## src/rtl/countdown_timer.sv

```systemverilog
// countdown_timer
// Decrementing hh:mm:ss timer with a valid/ready load port, start/pause/clear
// controls, a one-second prescaler, a one-cycle expiry pulse and a done level.
// Field widths and ranges match the up-counting time counter so both can share
// the same display path.

module countdown_timer #(
  parameter int TICK_DIV = 4,
  parameter int PW       = 16
) (
  input  logic       i_clk,
  input  logic       i_rst_n,
  input  logic       i_load_valid,
  output logic       o_load_ready,
  input  logic [4:0] i_load_hr,
  input  logic [6:0] i_load_min,
  input  logic [6:0] i_load_sec,
  input  logic       i_start,
  input  logic       i_pause,
  input  logic       i_clear,
  output logic [4:0] o_hr,
  output logic [6:0] o_min,
  output logic [6:0] o_sec,
  output logic       o_running,
  output logic       o_expired,
  output logic       o_done
);

  typedef enum logic [1:0] {
    ST_IDLE  = 2'd0,
    ST_RUN   = 2'd1,
    ST_PAUSE = 2'd2,
    ST_DONE  = 2'd3
  } state_t;

  localparam logic [PW-1:0] TICK_LAST = PW'(TICK_DIV - 1);
  localparam logic [4:0]    HR_MAX    = 5'd23;
  localparam logic [6:0]    MS_MAX    = 7'd59;

  state_t        r_state;
  state_t        w_nextState;
  logic [4:0]    r_hr;
  logic [6:0]    r_min;
  logic [6:0]    r_sec;
  logic [PW-1:0] r_presc;
  logic          r_expired;

  logic [4:0]    w_nextHr;
  logic [6:0]    w_nextMin;
  logic [6:0]    w_nextSec;
  logic [PW-1:0] w_nextPresc;
  logic          w_nextExpired;

  logic          w_timeZero;
  logic          w_tick;
  logic          w_loadFire;
  logic [4:0]    w_satHr;
  logic [6:0]    w_satMin;
  logic [6:0]    w_satSec;
  logic [4:0]    w_decHr;
  logic [6:0]    w_decMin;
  logic [6:0]    w_decSec;
  logic          w_decZero;

  // The count is accepted only while the timer is not actively running.
  assign o_load_ready = (r_state != ST_RUN);
  assign w_loadFire   = i_load_valid && o_load_ready;

  assign w_timeZero = (r_hr == 5'd0) && (r_min == 7'd0) && (r_sec == 7'd0);
  assign w_tick     = (r_presc == TICK_LAST);

  // Clamp loaded fields to the legal display range.
  assign w_satHr  = (i_load_hr  > HR_MAX) ? HR_MAX : i_load_hr;
  assign w_satMin = (i_load_min > MS_MAX) ? MS_MAX : i_load_min;
  assign w_satSec = (i_load_sec > MS_MAX) ? MS_MAX : i_load_sec;

  // One-second decrement with borrow from seconds into minutes into hours.
  always_comb begin
    w_decHr  = r_hr;
    w_decMin = r_min;
    w_decSec = r_sec;
    if (r_sec != 7'd0) begin
      w_decSec = r_sec - 7'd1;
    end else if (r_min != 7'd0) begin
      w_decSec = MS_MAX;
      w_decMin = r_min - 7'd1;
    end else if (r_hr != 5'd0) begin
      w_decSec = MS_MAX;
      w_decMin = MS_MAX;
      w_decHr  = r_hr - 5'd1;
    end
    w_decZero = (w_decHr == 5'd0) && (w_decMin == 7'd0) && (w_decSec == 7'd0);
  end

  // Next state and datapath: clear beats load, load beats pause, pause beats start/tick.
  always_comb begin
    w_nextState   = r_state;
    w_nextHr      = r_hr;
    w_nextMin     = r_min;
    w_nextSec     = r_sec;
    w_nextPresc   = r_presc;
    w_nextExpired = 1'b0;

    if (i_clear) begin
      w_nextState = ST_IDLE;
      w_nextHr    = 5'd0;
      w_nextMin   = 7'd0;
      w_nextSec   = 7'd0;
      w_nextPresc = '0;
    end else if (w_loadFire) begin
      w_nextHr    = w_satHr;
      w_nextMin   = w_satMin;
      w_nextSec   = w_satSec;
      w_nextPresc = '0;
      if (r_state == ST_DONE) begin
        w_nextState = ST_IDLE;
      end
    end else begin
      case (r_state)
        ST_RUN: begin
          if (i_pause) begin
            w_nextState = ST_PAUSE;
          end else if (w_tick) begin
            w_nextPresc = '0;
            w_nextHr    = w_decHr;
            w_nextMin   = w_decMin;
            w_nextSec   = w_decSec;
            if (w_decZero) begin
              w_nextState   = ST_DONE;
              w_nextExpired = 1'b1;
            end
          end else begin
            w_nextPresc = r_presc + PW'(1);
          end
        end
        ST_IDLE: begin
          if (!i_pause && i_start && !w_timeZero) begin
            w_nextState = ST_RUN;
            w_nextPresc = '0;
          end
        end
        ST_PAUSE: begin
          if (!i_pause && i_start && !w_timeZero) begin
            w_nextState = ST_RUN;
          end
        end
        ST_DONE: begin
          w_nextState = ST_DONE;
        end
        default: begin
          w_nextState = ST_IDLE;
        end
      endcase
    end
  end

  // State, time fields, prescaler and expiry pulse registers.
  always_ff @(posedge i_clk or negedge i_rst_n) begin
    if (!i_rst_n) begin
      r_state   <= ST_IDLE;
      r_hr      <= 5'd0;
      r_min     <= 7'd0;
      r_sec     <= 7'd0;
      r_presc   <= '0;
      r_expired <= 1'b0;
    end else begin
      r_state   <= w_nextState;
      r_hr      <= w_nextHr;
      r_min     <= w_nextMin;
      r_sec     <= w_nextSec;
      r_presc   <= w_nextPresc;
      r_expired <= w_nextExpired;
    end
  end

  assign o_hr      = r_hr;
  assign o_min     = r_min;
  assign o_sec     = r_sec;
  assign o_running = (r_state == ST_RUN);
  assign o_done    = (r_state == ST_DONE);
  assign o_expired = r_expired;

endmodule

```

## config.mk

```make
export PLATFORM = sky130hd
export DESIGN_NAME = countdown_timer
export DESIGN_NICKNAME = d
export VERILOG_FILES = /design/src/rtl/countdown_timer.sv
export SDC_FILE = /design/constraint.sdc
export NUM_CORES = 1
export LEC_CHECK = 0
export ABC_AREA = 0
export CAP_MARGIN = 20
export CORE_MARGIN = 2
export CORE_UTILIZATION = 54
export CTS_BUF_LIST = sky130_fd_sc_hd__clkbuf_8
export DETAILED_ROUTE_END_ITERATION = 10
export PLACE_DENSITY = 0.86
export SYNTH_ARGS = -nofsm -noshare
export SYNTH_HDL_FRONTEND = slang
export SYNTH_SLANG_ARGS = --single-unit
```

## constraint.sdc

```tcl
create_clock -name i_clk -period 3.1 [get_ports i_clk]
set_input_delay 0.775 -clock i_clk [delete_from_list [all_inputs] [get_ports i_clk]]
set_output_delay 0.775 -clock i_clk [all_outputs]
set_load 0.05 [all_outputs]
```

==> summary.txt, run 1 <==
outcome: complete, no violations
Chip Height: 75.5 um
Die X: 75.5 um
Synth Instances: 322
worst r2r src: o_min[1]
Post-CTS Setup Inserts: 0
WP data arrival: 1970 ps
FF+latch count, synth: 38
WL/cell: 17.6 um
HPWL Detailed: 5510 um
Most used DFF post-synth: dfrtp_1
Syn Area/Cell: 8.57 um2
min-delay src: r_presc[15]
GRT Total Usage: 28.8%
Final Cycle Share: 88.6%
hold path cells: 2
Final min period: 2750 ps
IO buf count: 47
initial core utilization: 55.1%
Setup TNS: 0 ps
Final Hold Fails: 0
Synth async-reset ratio: 100%
clock skew: 3.03 ps
Ant. Diodes: 0
Post-CTS Hold Fix Bufs: 0
top-count cell post-synth: dfrtp_1
worst-margin pin slew: 855 ps
crit-path max FO: 9
startpoint class of the critical path: register
Hold Crit Class: reg2reg
initial antenna violation count: 0
FMAX: 364 MHz
first-pass GRT wire length: 12,500 um
Layout area overhead: 24.4%
Post-synth top cells: dfrtp_1, nor2_1, nand2_1
area of the mapped netlist: 2760 um2
YS warnings: 0
max cap viols: 0
vias in the first global route: 2,507
CTS tree: built
CP Capture Type: output port
Avg Vias per Cell: 6.54
Slew Limit Fails: 0
fraction of layout cells with a size suffix above 1: 9.24%
cell taking the most area after synthesis: dfrtp_1
drt initial violations: 261
CTS buffer count: 5
total die area: 5700 um2
post-cts resize count: 0
total grt overflow: 0
fillers: 406
Clock Sinks: 38
Rows: 26
DR pass1 iterations: 5
post-synthesis sequential area ratio: 34.5%
total number of vias: 2,863
pre-CTS setup slack: 269 ps
total I/O pin count: 48
Nets: 398
RSZ-0062 raised after global routing: no
Synthesized Nets: 353
CP Data Required Time: 2320 ps
DRC Markers: 0
PwrDens: 498 nW/um2
Worst Setup SP: r_state[0]
CTS max path bufs: 2
Final ANT Viol Nets: 0
Worst Reg-to-Reg Cells: 9
Leak: 1.35 nW
Skew-Pair Late Insertion Delay: 300 ps
final wirelength: 7700 um
maximum VDD drop: 403 uV
Yosys top cell area share: 34.5%
crit path kind: reg2out
top post-synthesis cells by area: dfrtp_1, nor2_1, nand2_1
largest net degree at the start of global routing: 39
H-tree lvl count: 2
Relative slew margins: 43.0%
Root Driver: clkbuf_8
RD Place Congestion: 0.953
Setup violations, final: 0
worst setup margin: 355 ps
core box area: 5010 um2
number of synthesized flops with an enable pin: 0
Cell variety after synth: 60
Clock Pin Slew Worst Setup and Hold Paths: 80 ps
cell usage in the layout, fill, tap and decap left out, drive strengths merged, types with 8 or more instances in the layout:
| cell type | count |
|---|---|
| a2111oi | 8 |
| a211oi | 8 |
| a21oi | 19 |
| buf | 11 |
| clkdlybuf4s50 | 46 |
| dfrtp | 38 |
| inv | 15 |
| nand2 | 25 |
| nand3 | 13 |
| nand4 | 12 |
| nor2 | 30 |
| nor3 | 8 |
| nor4 | 10 |
| o21ai | 17 |
| o31ai | 11 |
| or4 | 8 |
logic make-up (layout without fill, tap and decap cells):
group	count (synthesis)	after routing	synth area share, %
AOI/OAI and AO/OA	104	104	26.9
and+or+nand+nor	129	129	26.4
muxes	3	3	1.18
xor gates and xnor gates	8	8	2.54
adders and majority gates	6	6	2.72
DFF	38	38	34.5
buffers and inverters	34	80	5.76
worst max-delay path, cell delays in order, from the launching register on:
cell             delay (ps)
dfrtp_1                 520
nand2b_1                250
inv_2                   100
clkdlybuf4s50_1         800
power breakdown:
part	leakage, nW	internal [mW]	switching, mW	total, mW
sequential	0.512	0.526	0.0698	0.596
combinational	0.771	0.227	0.373	0.600
clock	0.0683	0.322	0.191	0.513
total	1.35	1.08	0.634	1.71
layout make-up:
class                           count  area (um2)  share of cell area [%]
Timing Repair Buffer               57         541                    15.7
Clock buffer                        5        68.8                    2.00
Sequential cell                    38         951                    27.7
Clock inverter                      3        68.8                    2.00
Inverter                           15        56.3                    1.64
Tap cell                           70        87.6                    2.55
Multi-Input combinational cell    250        1660                    48.4
metrics by stage:
step           power, mW  area, um2  hold slack (ps)  cells  util, %
4_1_cts             1.70       3430              573    438     68.6
3_3_place_gp        1.18       3300              545    430     65.8
2_1_floorplan      0.992       2760              479    322        -
5_1_grt             1.79       3430              602    438     68.6
3_5_place_dp        1.19       3300              551    430     65.8
6_report            1.71       3430              570    438     68.6
metal layers:
metal	vias to the layer above	global-route usage (%)	share of wire (%)
met4	0	7.21	1.5
met2	143	44.6	46
met5	-	0	0
met3	11	6.22	9.0
li1	1327	-	-
met1	1382	41.2	44
sequential cells by signal, indices dropped and copies added, names as in the netlist:
register   cells
o_hr           5
r_state        2
o_min          7
o_sec          7
r_presc       16
o_expired      1
worst paths after layout:
path	endpoint	slack [ps]
setup / recovery	o_running	350
hold / removal	r_presc[15]	570
setup reg to reg	r_presc[7]	370
hold reg to reg	r_presc[15]	570
max in group asynchronous	o_sec[0]	1980
min in group asynchronous	o_sec[2]	580
Note: power is estimated with default switching activity, not from simulation.
==> run 2, diff against run 1 <==
--- a/config.mk
+++ b/config.mk
@@ -10,6 +10,7 @@
 export CORE_MARGIN = 2
 export CORE_UTILIZATION = 54
 export CTS_BUF_LIST = sky130_fd_sc_hd__clkbuf_8
+export CTS_CLUSTER_SIZE = 40
 export DETAILED_ROUTE_END_ITERATION = 10
 export PLACE_DENSITY = 0.86
 export SYNTH_ARGS = -nofsm -noshare
==> results of run 2 <==
Final layout, timing and power as in run 1 (identical DEF).
